--- src/rtl/msp_ctrl_pkg.sv ---
// rtl/msp_ctrl_pkg.sv - shared constants and FSM state type for the MSP-style decode controller
package msp_ctrl_pkg;

    // ALU operation selects
    localparam logic [4:0] SEL_MOV  = 5'b00000;
    localparam logic [4:0] SEL_ADD  = 5'b00001;
    localparam logic [4:0] SEL_ADDC = 5'b00010;
    localparam logic [4:0] SEL_SUB  = 5'b00011;
    localparam logic [4:0] SEL_SUBC = 5'b00100;
    localparam logic [4:0] SEL_CMP  = 5'b00101;
    localparam logic [4:0] SEL_DADD = 5'b00110;
    localparam logic [4:0] SEL_BIT  = 5'b00111;
    localparam logic [4:0] SEL_BIC  = 5'b01000;
    localparam logic [4:0] SEL_BIS  = 5'b01001;
    localparam logic [4:0] SEL_XOR  = 5'b01010;
    localparam logic [4:0] SEL_AND  = 5'b01011;
    localparam logic [4:0] SEL_ZERO = 5'b01100;
    localparam logic [4:0] SEL_RRC  = 5'b10000;

    // Format I opcodes (instr[15:12])
    localparam logic [3:0] OP_MOV  = 4'h4;
    localparam logic [3:0] OP_ADD  = 4'h5;
    localparam logic [3:0] OP_ADDC = 4'h6;
    localparam logic [3:0] OP_SUBC = 4'h7;
    localparam logic [3:0] OP_SUB  = 4'h8;
    localparam logic [3:0] OP_CMP  = 4'h9;
    localparam logic [3:0] OP_DADD = 4'hA;
    localparam logic [3:0] OP_BIT  = 4'hB;
    localparam logic [3:0] OP_BIC  = 4'hC;
    localparam logic [3:0] OP_BIS  = 4'hD;
    localparam logic [3:0] OP_XOR  = 4'hE;
    localparam logic [3:0] OP_AND  = 4'hF;

    // Format II prefix (instr[15:10]) and RRC sub-opcode (instr[9:7])
    localparam logic [5:0] FMT2_PREFIX = 6'b000100;
    localparam logic [2:0] FMT2_RRC    = 3'b000;

    // Status flag bit positions
    localparam int FLAG_N = 3;
    localparam int FLAG_Z = 2;
    localparam int FLAG_C = 1;
    localparam int FLAG_V = 0;

    typedef enum logic [2:0] {
        ST_IDLE,
        ST_DECODE,
        ST_EXEC,
        ST_WB,
        ST_ILLEGAL
    } state_t;

endpackage

--- src/rtl/msp_op_decode.sv ---
// rtl/msp_op_decode.sv - combinational instruction field decode; RRC decode present only with DECODE_FMT2_EN
module msp_op_decode
    import msp_ctrl_pkg::*;
(
    input  logic [15:0] instr,
    output logic [4:0]  sel,
    output logic [3:0]  rs,
    output logic [3:0]  rd,
    output logic        byte_op,
    output logic        writes_rd,
    output logic        updates_sr,
    output logic        illegal
);

    // Map the opcode to an ALU select and its write-back/flag side effects
    always_comb begin
        sel        = SEL_ZERO;
        rs         = instr[11:8];
        rd         = instr[3:0];
        byte_op    = instr[6];
        writes_rd  = 1'b0;
        updates_sr = 1'b0;
        illegal    = 1'b1;
        if (instr[15:12] >= OP_MOV) begin
            writes_rd  = 1'b1;
            updates_sr = 1'b1;
            // only register-direct source and destination are supported
            illegal    = (instr[5:4] != 2'b00) || instr[7];
            case (instr[15:12])
                OP_MOV:  begin sel = SEL_MOV; updates_sr = 1'b0; end
                OP_ADD:  sel = SEL_ADD;
                OP_ADDC: sel = SEL_ADDC;
                OP_SUBC: sel = SEL_SUBC;
                OP_SUB:  sel = SEL_SUB;
                OP_CMP:  begin sel = SEL_CMP; writes_rd = 1'b0; end
                OP_DADD: sel = SEL_DADD;
                OP_BIT:  begin sel = SEL_BIT; writes_rd = 1'b0; end
                OP_BIC:  begin sel = SEL_BIC; updates_sr = 1'b0; end
                OP_BIS:  begin sel = SEL_BIS; updates_sr = 1'b0; end
                OP_XOR:  sel = SEL_XOR;
                OP_AND:  sel = SEL_AND;
                default: illegal = 1'b1;
            endcase
        end
`ifdef DECODE_FMT2_EN
        else if (instr[15:10] == FMT2_PREFIX) begin
            if ((instr[9:7] == FMT2_RRC) && (instr[5:4] == 2'b00)) begin
                sel        = SEL_RRC;
                rs         = instr[3:0];
                writes_rd  = 1'b1;
                updates_sr = 1'b1;
                illegal    = 1'b0;
            end
        end
`endif
    end

endmodule

--- src/rtl/msp_decode_ctrl.sv ---
// rtl/msp_decode_ctrl.sv - decode/exec/write-back sequencer for the 16-bit ALU; option macro DECODE_FMT2_EN
module msp_decode_ctrl
    import msp_ctrl_pkg::*;
#(
    parameter int DATA_W = 16,
    parameter int SEL_W  = 5,
    parameter int FLAG_W = 4
) (
    input  logic              clk,
    input  logic              rst_n,
    input  logic              instr_valid,
    input  logic [DATA_W-1:0] instr,
    output logic              instr_ready,
    output logic [SEL_W-1:0]  alu_sel,
    output logic [3:0]        rs_addr,
    output logic [3:0]        rd_addr,
    input  logic [FLAG_W-1:0] alu_flags,
    output logic              rf_we,
    output logic [1:0]        rf_be,
    output logic [3:0]        wb_addr,
    output logic [FLAG_W-1:0] sr,
    output logic              illegal
);

    state_t            state;
    logic [DATA_W-1:0] instr_q;
    logic              byte_q;
    logic              writes_q;
    logic              upd_q;

    logic [4:0] dec_sel;
    logic [3:0] dec_rs;
    logic [3:0] dec_rd;
    logic       dec_byte;
    logic       dec_writes;
    logic       dec_upd;
    logic       dec_illegal;

    msp_op_decode u_decode (
        .instr      (instr_q),
        .sel        (dec_sel),
        .rs         (dec_rs),
        .rd         (dec_rd),
        .byte_op    (dec_byte),
        .writes_rd  (dec_writes),
        .updates_sr (dec_upd),
        .illegal    (dec_illegal)
    );

    // Sequencer: all outputs are registered so they change only on state transitions
    always_ff @(posedge clk) begin
        if (!rst_n) begin
            state       <= ST_IDLE;
            instr_q     <= '0;
            byte_q      <= 1'b0;
            writes_q    <= 1'b0;
            upd_q       <= 1'b0;
            instr_ready <= 1'b1;
            alu_sel     <= SEL_ZERO;
            rs_addr     <= '0;
            rd_addr     <= '0;
            rf_we       <= 1'b0;
            rf_be       <= 2'b00;
            wb_addr     <= '0;
            sr          <= '0;
            illegal     <= 1'b0;
        end else begin
            case (state)
                ST_IDLE: begin
                    if (instr_valid) begin
                        instr_q     <= instr;
                        instr_ready <= 1'b0;
                        state       <= ST_DECODE;
                    end
                end
                ST_DECODE: begin
                    if (dec_illegal) begin
                        illegal <= 1'b1;
                        state   <= ST_ILLEGAL;
                    end else begin
                        alu_sel  <= dec_sel;
                        rs_addr  <= dec_rs;
                        rd_addr  <= dec_rd;
                        byte_q   <= dec_byte;
                        writes_q <= dec_writes;
                        upd_q    <= dec_upd;
                        state    <= ST_EXEC;
                    end
                end
                ST_EXEC: begin
                    // flags are valid at the end of the execute cycle
                    if (upd_q) begin
                        sr <= alu_flags;
                    end
                    rf_we <= writes_q;
                    if (writes_q) begin
                        wb_addr <= rd_addr;
                    end
                    rf_be <= byte_q ? 2'b01 : 2'b11;
                    state <= ST_WB;
                end
                ST_WB: begin
                    rf_we       <= 1'b0;
                    alu_sel     <= SEL_ZERO;
                    instr_ready <= 1'b1;
                    state       <= ST_IDLE;
                end
                ST_ILLEGAL: begin
                    illegal     <= 1'b0;
                    instr_ready <= 1'b1;
                    state       <= ST_IDLE;
                end
                default: begin
                    state       <= ST_IDLE;
                    instr_ready <= 1'b1;
                    alu_sel     <= SEL_ZERO;
                    rf_we       <= 1'b0;
                    illegal     <= 1'b0;
                end
            endcase
        end
    end

endmodule

--- config.mk ---
export PLATFORM = sky130hd
export DESIGN_NAME = msp_decode_ctrl
export DESIGN_NICKNAME = d
export VERILOG_FILES = /design/src/rtl/msp_ctrl_pkg.sv /design/src/rtl/msp_op_decode.sv /design/src/rtl/msp_decode_ctrl.sv
export SDC_FILE = /design/constraint.sdc
export NUM_CORES = 1
export LEC_CHECK = 0
export BUFFER_PORTS_ARGS = -buffer_cell sky130_fd_sc_hd__buf_2
export CAP_MARGIN = 10
export CELL_PAD_IN_SITES_DETAIL_PLACEMENT = 1
export CELL_PAD_IN_SITES_GLOBAL_PLACEMENT = 1
export CORE_UTILIZATION = 39
export DETAILED_ROUTE_END_ITERATION = 16
export GPL_ROUTABILITY_DRIVEN = 0
export HOLD_SLACK_MARGIN = 0.12
export PLACE_DENSITY = 0.79
export SYNTH_ARGS = -nofsm -noshare
export SYNTH_HDL_FRONTEND = slang
export SYNTH_HIERARCHICAL = 1
export SYNTH_SLANG_ARGS = --single-unit
--- constraint.sdc ---
create_clock -name clk -period 1.85 [get_ports clk]
set_input_delay 0.37 -clock clk [delete_from_list [all_inputs] [get_ports clk]]
set_output_delay 0.37 -clock clk [all_outputs]
set_load 0.05 [all_outputs]
==> summary.md <==
| Metric | Value |
|---|---|
| CP max FO | `5` |
| Final Critical Period | `around 1.6 ns` |
| Syn Nets | `272` |
| Synthesized area | `2110 µm²` |
| Setup tns final | `0 ns` |
| GRT Max-Usage Layer | `met2` |
| CTS max path bufs | `2` |
| Fmax | `~0.64 GHz` |
| Die Ht | `~76 µm` |
| Syn_area_per_cell | `roughly 8.5 µm²` |
| Commonest non-fill, non-tap cells in the layout | `68 x nand2_1, 48 x dfxtp_1, 48 x buf_2, 16 x o21ai_0, 16 x a21boi_0` |
| Fin crit share | `0.846` |
| Worst hold path class | `in2reg` |
| # hold bufs at CTS | `0` |
| Hpwl dp | `roughly 3300 µm` |
| DRC | `0` |
| PostCTS Resize Cnt | `0` |
| Average wire per standard cell | `12.9 µm` |
| Mapped Cells | `approximately 250` |
| Crit-path max cell delay | `~0.32 ns` |
| Clk pin slew, worst setup/hold paths | `0.09 ns` |
| Std cell rows | `26` |
| Overflow after GRT | `0` |
| Slowest CP cell | `dfxtp_1` |
| Via/cell ratio | `slightly below 5` |
| Met2 usage | `0.281` |
| Die Width | `75.6 µm` |
| Crit path launch type | `register` |
| Outcome | `finished clean` |
| WP buf/inv | `2` |
| Core Area | `roughly 5200 µm²` |
| Largest net degree at the start of global routing | `24` |
| Unrepaired setup endpoints after global routing | `no` |
| Worst Path Required | `around 2.1 ns` |
| Wirelength, routed | `4660 µm` |
| Pre-CTS setup slack | `about 0.31 ns` |
| Layout cell share with drive strength beyond 1 | `0.265` |
| Leakage power | `just over 1 nW` |
| Root Driver | `clkbuf_8` |
| Via count | `1762` |
| Final hold viol count | `0` |
| Ports | `between 40 and 50` |
| Kind of critical path | `reg2reg` |
| Overall routing resource usage | `0.177` |
| CTS tree | `yes` |
| Distinct cells, synth | `33` |
| Post-route ant nets | `0` |
| # diodes | `0` |
| Commonest non-fill, non-tap cell in the layout | `nand2_1` |
| First-pass GRT wire length | `7460 µm` |
| Critical path arrival | `~1.8 ns` |
| Vias in the first global route | `around 1600` |
| Global-route track usage on met3 | `0.0476` |
| DRT iter0 DRCs | `44` |
| Final Skew | `0.0101 ns` |
| #FFs+latches synth | `48` |
| Fin. max-slew vios | `0` |
| Worst-skew pair later-pin latency | `~0.3 ns` |
| Worst Setup End Kind | `register` |
| Max_cap viols | `0` |
| CP top delay family | `simple AND/OR/NAND/NOR gates` |
| Die footprint | `between 5000 and 6000 µm²` |
| Post-CTS Setup Bufs | `0` |
| Cells along the critical path | `nor3_1, o21ai_0, buf_4, nor4b_4, buf_4, nand2_1, a21boi_0` |
| Layout overhead on the synthesized area | `16.8%` |
| # fillers | `about 640` |
| PwrDens | `between 800 and 900 nW/µm²` |
| Initial Util | `0.408` |
| TritonCTS Buffers | `5` |
| TritonRoute pass-1 iters | `4` |
| GR Layer Usage met1 | `0.225` |
| IR Drop Worst-Case VDD | `roughly 0.00034 V` |
| Initial antenna violation count | `0` |
| Sinks on Clock Net | `between 40 and 50` |
| Yosys warns | `6` |
| Final setup fails | `0` |
| Worst setup margin | `roughly 0.29 ns` |
| Crit path top cell by count | `buf_4` |
| # nets final | `about 310` |
| Register area share after synthesis | `0.455` |
| H-tree levels | `2` |
| Port Buffers | `48` |
final timing paths:
check | from | endpoint | slack (ns) | cells past startpoint
setup / recovery | instr_q[5] | writes_q | 0.29 | 7
hold / removal | alu_flags[2] | sr[2] | 0.28 | 3
setup reg to reg | instr_q[5] | writes_q | 0.29 | 7
hold reg to reg | instr_q[11] | instr_q[11] | 0.46 | 2
where the power goes:
| group | switching (mW) | internal, mW | total [mW] |
|---|---|---|---|
| Combinational | 0.146 | 0.105 | 0.251 |
| Sequential | 0.0269 | 1.07 | 1.09 |
| Clock | 0.350 | 0.299 | 0.649 |
routing by layer:
layer  vias up  wire length (µm)  part of all wire
li1        897                 -                 -
met1       816              2170              0.47
met2        40              2180              0.47
met3         9               216             0.046
met4         0                91             0.020
met5         -                 0                 0
per-stage QoR:
stage	hold WS [ns]	power (mW)	utilization	area, µm²	cells
final	0.281	1.99	0.477	2470	361
after CTS	0.277	2.02	0.477	2470	361
after global routing	0.277	2.10	0.477	2470	361
after global placement	0.442	1.36	0.459	2370	354
after detailed placement	0.449	1.37	0.459	2370	354
after floorplan	0.435	1.31	-	2110	249
worst min-delay path, stage by stage:
cell and delay (ns):
buf_2 0.07, nand3_1 0.05, o21ai_0 0.06
flip-flops by register name, indices dropped and copies added, names as in the netlist:
signal and count:
illegal 1, rf_be 2, writes_q 1, sr 4, instr_ready 1, upd_q 1, rs_addr 4, rf_we 1
instr_q 16, alu_sel 5, byte_q 1, state 3, rd_addr 4, wb_addr 4
Yosys cell counts:
cell type	count	area share
a21boi_0	16	0.057
a21boi_1	11	0.039
a21o_1	1	0.0036
a21o_2	1	0.0041
a21oi_1	5	0.012
a21oi_2	2	0.0083
a32o_1	1	0.0047
and2_1	2	0.0059
and3_1	1	0.0030
buf_2	4	0.0095
buf_4	12	0.043
buf_6	3	0.016
clkbuf_1	9	0.016
conb_1	1	0.0018
dfxtp_1	48	0.45
inv_1	4	0.0071
mux2i_1	3	0.014
nand2_1	68	0.12
nand2b_1	3	0.0089
nand2b_4	1	0.0065
nand3_1	11	0.026
nor2_1	3	0.0053
nor2b_1	6	0.018
nor3_1	4	0.0095
nor3b_1	2	0.0071
nor4b_4	2	0.023
nor4bb_1	2	0.0095
o21a_1	2	0.0071
o21ai_0	16	0.038
o22ai_1	2	0.0059
or4b_1	1	0.0047
or4b_4	1	0.0065
xnor2_1	1	0.0041
cell families after synthesis:
family                    count (synthesis)  share of synthesized area
other                                     1                    0.00178
DFF                                      48                      0.455
AOI/OAI and AO/OA                        57                      0.180
buffers and inverters                    32                     0.0912
xor gates and xnor gates                  1                    0.00415
muxes                                     3                     0.0142
and+or+nand+nor                         107                      0.254
cell type report:
| class | instances | area [µm²] | share of cell area |
|---|---|---|---|
| Clock buffer | 6 | 82.6 | 0.0335 |
| Clock inverter | 1 | 8.76 | 0.00355 |
| Inverter | 4 | 15.0 | 0.00609 |
| Multi-Input combinational cell | 169 | 958 | 0.389 |
| Sequential cell | 48 | 961 | 0.390 |
| Tap cell | 70 | 87.6 | 0.0355 |
| Timing Repair Buffer | 63 | 353 | 0.143 |
No activity file was read; power rests on OpenSTA's default activity.
